==> src/rtl/trace_capture.sv <==
// Processor trace capture buffer: circular sample RAM with a trigger, a post-trigger
// window, and a pop-style readout of the frozen buffer oldest-first.
module trace_capture #(
    parameter int DEPTH  = 64,
    parameter int PC_W   = 12,
    parameter int DATA_W = 32,
    localparam int CW    = $clog2(DEPTH),
    localparam int EW    = 7 + 2*PC_W + DATA_W
) (
    input  logic              clock,
    input  logic              reset,
    input  logic              rwe,
    input  logic              mwe,
    input  logic [4:0]        rd,
    input  logic [DATA_W-1:0] rData,
    input  logic [DATA_W-1:0] memDataIn,
    input  logic [31:0]       instAddr,
    input  logic [31:0]       memAddr,
    input  logic              arm,
    input  logic              clear,
    input  logic [1:0]        trig_mode,
    input  logic [31:0]       trig_addr,
    input  logic [CW:0]       post_count,
    input  logic              events_only,
    input  logic              rd_en,
    output logic [EW-1:0]     rd_data,
    output logic              rd_valid,
    output logic [1:0]        state,
    output logic [CW:0]       count,
    output logic              triggered
);

    typedef enum logic [1:0] {
        IDLE  = 2'd0,
        ARMED = 2'd1,
        POST  = 2'd2,
        DONE  = 2'd3
    } state_t;

    localparam logic [CW:0]   MAX_COUNT = (CW+1)'(DEPTH);
    localparam logic [CW:0]   MAX_POST  = (CW+1)'(DEPTH - 1);

    state_t          cur_state;
    state_t          next_state;
    logic [EW-1:0]   mem [DEPTH];
    logic [CW-1:0]   wr_ptr;
    logic [CW-1:0]   rd_ptr;
    logic [CW:0]     cnt;
    logic [CW-1:0]   post_left;
    logic [CW-1:0]   post_load;
    logic            trig_q;
    logic            qualified;
    logic            match;
    logic            capture;
    logic            fire;
    logic            read_accept;
    logic            restart;
    logic [EW-1:0]   entry;

    assign qualified = !events_only || rwe || mwe;
    assign post_load = (post_count > MAX_POST) ? MAX_POST[CW-1:0] : post_count[CW-1:0];
    assign entry     = {rwe, mwe, rd, instAddr[PC_W-1:0], memAddr[PC_W-1:0],
                        mwe ? memDataIn : rData};
    // Oldest entry sits count slots behind the write pointer; stays correct while popping.
    assign rd_ptr    = wr_ptr - cnt[CW-1:0];

    always_comb begin
        match = 1'b0;
        case (trig_mode)
            2'd0: match = 1'b1;
            2'd1: match = (instAddr == trig_addr);
            2'd2: match = mwe && (memAddr == trig_addr);
            2'd3: match = rwe && (rd == trig_addr[4:0]);
            default: match = 1'b0;
        endcase
    end

    always_ff @(posedge clock) begin
        if (!reset) begin
            cur_state <= IDLE;
        end else begin
            cur_state <= next_state;
        end
    end

    always_comb begin
        next_state = cur_state;
        if (clear) begin
            next_state = IDLE;
        end else begin
            case (cur_state)
                IDLE:  if (arm) next_state = ARMED;
                ARMED: if (qualified && match)
                           next_state = (post_load == '0) ? DONE : POST;
                POST:  if (qualified && post_left == CW'(1)) next_state = DONE;
                DONE:  if (arm) next_state = ARMED;
                default: next_state = IDLE;
            endcase
        end
    end

    always_comb begin
        capture     = !clear && qualified && (cur_state == ARMED || cur_state == POST);
        fire        = !clear && qualified && (cur_state == ARMED) && match;
        restart     = !clear && arm && (cur_state == IDLE || cur_state == DONE);
        read_accept = !clear && !arm && (cur_state == DONE) && (cnt != '0) && rd_en;
        state       = cur_state;
        count       = cnt;
        triggered   = trig_q;
    end

    always_ff @(posedge clock) begin
        if (!reset) begin
            wr_ptr    <= '0;
            cnt       <= '0;
            post_left <= '0;
            trig_q    <= 1'b0;
            rd_valid  <= 1'b0;
            rd_data   <= '0;
        end else begin
            rd_valid <= read_accept;
            if (clear || restart) begin
                wr_ptr    <= '0;
                cnt       <= '0;
                post_left <= '0;
                trig_q    <= 1'b0;
            end else if (capture) begin
                wr_ptr <= wr_ptr + CW'(1);
                if (cnt != MAX_COUNT) cnt <= cnt + (CW+1)'(1);
                if (fire) begin
                    trig_q    <= 1'b1;
                    post_left <= post_load;
                end else if (cur_state == POST) begin
                    post_left <= post_left - CW'(1);
                end
            end else if (read_accept) begin
                rd_data <= mem[rd_ptr];
                cnt     <= cnt - (CW+1)'(1);
            end
        end
    end

    // Sample RAM has no reset; stale contents are never visible once the pointers reset.
    always_ff @(posedge clock) begin
        if (reset && capture) mem[wr_ptr] <= entry;
    end

endmodule

==> config.mk <==
export PLATFORM = sky130hd
export DESIGN_NAME = trace_capture
export DESIGN_NICKNAME = d
export VERILOG_FILES = /design/src/rtl/trace_capture.sv
export SDC_FILE = /design/constraint.sdc
export NUM_CORES = 2
export LEC_CHECK = 0
export ABC_AREA = 1
export CORE_MARGIN = 8
export CORE_UTILIZATION = 50
export DETAILED_ROUTE_END_ITERATION = 16
export PLACE_DENSITY = 0.72
export SYNTH_ARGS = -nofsm -noshare
export SYNTH_HDL_FRONTEND = slang
export SYNTH_SLANG_ARGS = --single-unit
==> constraint.sdc <==
create_clock -name clock -period 11.7 [get_ports clock]
set_input_delay 1.17 -clock clock [delete_from_list [all_inputs] [get_ports clock]]
set_output_delay 1.17 -clock clock [all_outputs]
set_load 0.005 [all_outputs]
### After elaboration in Yosys (flattened, before gate mapping)

Memories as Yosys holds them, arrays and structs flattened. A register that Yosys moved wholly into a read port is not among the register bits.
Cells that the tools add are included.

* bits in registers: 23
* RAM bits: 4032
* word-level logic and storage cells: 84
* bits of input ports: 182
* memories: 1
* output and inout port bits: 74

Memory list
* mem: words 64, bits a word 63, rd ports 1, clocked after memory_dff 1, write ports 1, line 45 `logic [EW-1:0] mem [DEPTH];`

* $add $sub $neg: 5
* reduce and logical (&&, ||, !) cells: 38
* equal/unequal tests: 15
* magnitude comparators: 1
* mux-type cells: 15
* bitwise operators: 3

Operator list (number)
* == test 32 bit: 2
* 2-to-1 mux 32 bit: 1
* 2-to-1 mux 7 bit: 3
* 2-to-1 mux 6 bit: 3
* logical AND 1 bit: 15
* == test 2 bit (second input constant): 4
* adder 7 x 1 -> 7 bit (second input constant): 1
* greater-than comparator 7 x 6 -> 1 bit (second input constant): 1
* != test 7 bit (second input constant): 1
* nonzero test 7 bit: 1
* subtractor 7 x 1 -> 7 bit (second input constant): 1
* adder 6 x 1 -> 6 bit (second input constant): 1
* == test 6 x 1 -> 1 bit (second input constant): 1
* zero test 6 bit: 1
* 2-to-1 mux 2 bit: 3
* one-hot mux 2 bit (3 select lines): 1
* AND reduction 2 bit: 3
* AND reduction 3 bit: 2
* OR reduction 2 bit: 3
* subtractor 6 x 1 -> 6 bit (second input constant): 1
* subtractor 6 bit: 1
* == test 5 bit: 1
* logical OR 1 bit: 5
* == test 2 x 1 -> 1 bit (second input constant): 2
* other kinds (8): 19

### Longest topological paths before layout

* depth in word-level cells: 8
* gate-level depth with buffers: 20
* mapped depth without buffers: 17

### Least setup slack after synthesis

OpenSTA, ideal clock, no wires.

* path type: in2reg
* start point: input mwe
* end point: memory mem[25][0] (netlist bit), enable pin
* arrival time: 8483 ps
* library setup time: 640 ps
* path buffers: 1
* path slack: 2577 ps
* stages on the path: 9
* data required time: 11060 ps
* cells stage by stage: buf_2 nor2_1 nand2_1 nand2_1 nor2_4 clkinv_1 nor2_2 nand3_1 nor4_1

* cells in the longest elaborated chain, start to end: 6

RTL lines
* from (decl): line 13 `input logic mwe,`
* logical OR 1 bit: line 60 `assign qualified = !events_only || rwe || mwe;`
* logical AND 1 bit (2 in series): line 103 `capture = !clear && qualified && (cur_state == ARMED || cur_state == POST);`
* logical AND 1 bit: line 145 `if (reset && capture) mem[wr_ptr] <= entry;`
* 2-to-1 mux 1 bit: line 145
* 2-to-1 mux 1 bit (not written as such): line 145
* to (decl): line 45

No other way between the ends.

### Final worst setup path

* start point: input rwe
* end point: memory mem[17][8] (netlist bit), enable pin

* cells in the longest elaborated chain, start to end: 7

RTL lines
* from (decl): line 12 `input logic rwe,`
* logical OR 1 bit (2 in series): line 60
* logical AND 1 bit (2 in series): line 103
* logical AND 1 bit: line 145
* 2-to-1 mux 1 bit: line 145
* 2-to-1 mux 1 bit (not written as such): line 145

No other way between the ends.

==> impl_metrics.json <==
{
  "outcome": "completed",
  "cts-root-buf": "clkbuf_16",
  "fin_ws_ps": 5679,
  "syn_area_per_cell_um2": 13.18,
  "slew_headroom_pct": 3.353,
  "cts_buffers": 400,
  "holdBufCountCts": 0,
  "ys.flop_type": "edfxtp_1",
  "total_leakage_power_nw": 58.93,
  "cts.path.max_buffers": 4,
  "instances_no_fill": 17210,
  "ios": 256,
  "finalCritPeriodShare_pct": 51.46,
  "async_reset_ff_share_pct": 0,
  "slew_violations": 0,
  "initial_core_util_pct": 50.22,
  "crit_path_end_kind": "flip-flop",
  "coreArea_mm2": 0.3274,
  "finalPower_w": 0.03101,
  "skew_ps": 52.77,
  "dp_slack_ps": 4852,
  "yosysSeqAreaShare_pct": 74.68,
  "synth_top_cell_by_area": "edfxtp_1",
  "rrSetupSlack_ps": 5690,
  "finalWeightedCongestion": 0.8456,
  "die_area_mm2": 0.3475,
  "synth_common_cells": "edfxtp_1, nor2_1, o21ai_0, o22ai_1, nand2_1",
  "grt_pass1_vias": 102100,
  "synth_area_leaders": "edfxtp_1, o21ai_0, nor2_1",
  "synth_edf_count": 4032,
  "ant_nets": 0,
  "globalRouteOverflowTotal": 0,
  "cp_max_fo": 66,
  "htreeDepth": 5,
  "min_period_ps": 6021,
  "cts.clk_slew.worst_paths_ps": 60,
  "worst-setup-path-type": "in2reg",
  "dp_cells": 16480,
  "drcViolationCount": 0,
  "cts-resized-gates": 0,
  "cts_sinks": 4118,
  "wl_per_cell_um": 28.39,
  "wl_mm": 488.6,
  "fill_cells": 25510,
  "grt_max_degree": 236,
  "worst_pin_slew_ps": 1450,
  "holdCritStartpoint": "triggered",
  "ys_warn_count": 0,
  "dr_total_vias": 107400,
  "dp_hpwl_mm": 255.9,
  "viasPerCell": 6.237,
  "dr.pass1.iters": 6,
  "fp-row-count": 210,
  "ys_ff_latch": 4118,
  "yosysMostFrequentCell": "edfxtp_1",
  "post_cts_buffers": 0,
  "synth_top_area_share_pct": 73.64,
  "cts_tree": "done",
  "grt_usage_pct": 27.14,
  "hold_class": "reg2reg",
  "fin_nets": 12730,
  "die_h_um": 589.5,
  "layout-drive-gt1-share_pct": 10.71,
  "crit_start": "rwe",
  "max_freq_mhz": 166.1,
  "worst-endpoint-arrival_ps": 6570,
  "grt_antenna_before_repair": 20,
  "worstSetupStartpointType": "input port",
  "yosysUniqueCellTypes": 39,
  "power.density_mw_per_mm2": 168.4,
  "synthCells": 12470,
  "cp.required_ps": 12250,
  "clock_latency_ps": 960,
  "final.setup.tns_ps": 0,
  "syn-cell-area_mm2": 0.1644,
  "max-vdd-ir-drop_mv": 0.1321,
  "rsz0062_at_grt": "false",
  "r2r_start": "wr_ptr[0]",
  "syn_to_final_growth_pct": 11.96,
  "hold_slack_ps": 467.3,
  "max-cap-violations": 0,
  "drtIter0Drc": 15370,
  "synth_nets": 12670,
  "portBuffers": 255,
  "hold_violations": 0,
  "finalSetupViolCount": 0,
  "grt_pass1_wl_mm": 700.0,
  "die_x_um": 589.5
}
## layout make-up
cell class / count / area (um^2) / area share, %
Sequential cell: 4118 / 122800 / 66.71
Clock buffer: 505 / 10600 / 5.760
Multi-Input combinational cell: 7253 / 37550 / 20.40
Timing Repair Buffer: 509 / 4534 / 2.463
Antenna cell: 5 / 12.51 / 0.006797
Tap cell: 4346 / 5438 / 2.954
Clock inverter: 228 / 2147 / 1.166
Inverter: 250 / 993.5 / 0.5397
## cell usage in the layout (no fill, tap or decap), drive strengths merged
cell type,synthesis,routed
clkinv,2,178
a21oi,82,82
o211ai,1,1
diode,0,5
a41oi,1,1
o21bai,1,1
nor4,4,4
o21ai,2105,2105
mux2,473,473
nor2,2280,2280
fa,2,2
ha,16,16
clkdlybuf4s50,0,224
dfxtp,86,86
nor3,10,10
clkbuf,553,505
clkinvlp,0,13
o22ai,1010,1010
nand4,10,10
a211oi,3,3
or2,4,4
edfxtp,4032,4032
xnor2,25,25
nand3,394,394
xor2,10,10
bufinv,0,32
buf,300,285
nand2,822,822
inv,248,255
## kinds of logic (layout without fill, tap and decap cells)
kind of cell               Yosys count  in the layout  share of synthesized area, %
buffers and inverters             1103           1492                         2.812
and+or+nand+nor                   3524           3524                         8.387
muxes                              473            473                         3.239
other                                0              5                             0
AOI/OAI and AO/OA                 3203           3203                         10.53
adders and majority gates           18             18                        0.1461
DFF                               4118           4118                         74.68
xor gates and xnor gates            35             35                        0.2001
## routing by layer
metal	GRT usage [%]	up-vias	part of all wire, %
li1	-	46200	-
met1	36.60	52810	37
met2	42.41	7013	45
met3	5.988	1319	13
met4	12.52	14	5.6
met5	0	-	0.020
## per-stage QoR
stage,cell area [um^2],utilization (%)
finish,184100,56.23
floorplan,164400,-
detailed placement,171300,52.33
global placement,171300,52.33
CTS,184100,56.22
global route,184100,56.22
## final timing paths
kind,to,cells after the start
setup reg to reg,rd_data[11],14
hold / removal,triggered,2
hold reg to reg,triggered,2
setup / recovery,mem[17][8],12
## worst max-delay path: stages
cell      delay [ps]
buf_2             90
buf_4            490
nor2_1           230
nand2_1          160
nand2_1          120
nor2_4           340
clkinv_1         490
nor2_2           380
nand4_1          810
nor2_4           740
buf_4            650
buf_4            770
## registers in the layout (all words and copies together), names as in the netlist
signal / count
count: 7
mem: 4032
post_left: 6
rd_data: 63
rd_valid: 1
state: 2
triggered: 1
wr_ptr: 6
## power breakdown
group          switching, W  internal, W
Combinational       0.00151     0.000599
Sequential       0.00000382       0.0163
Clock               0.00551      0.00713
Total               0.00702       0.0240
Note: power is estimated with default switching activity, not from simulation.
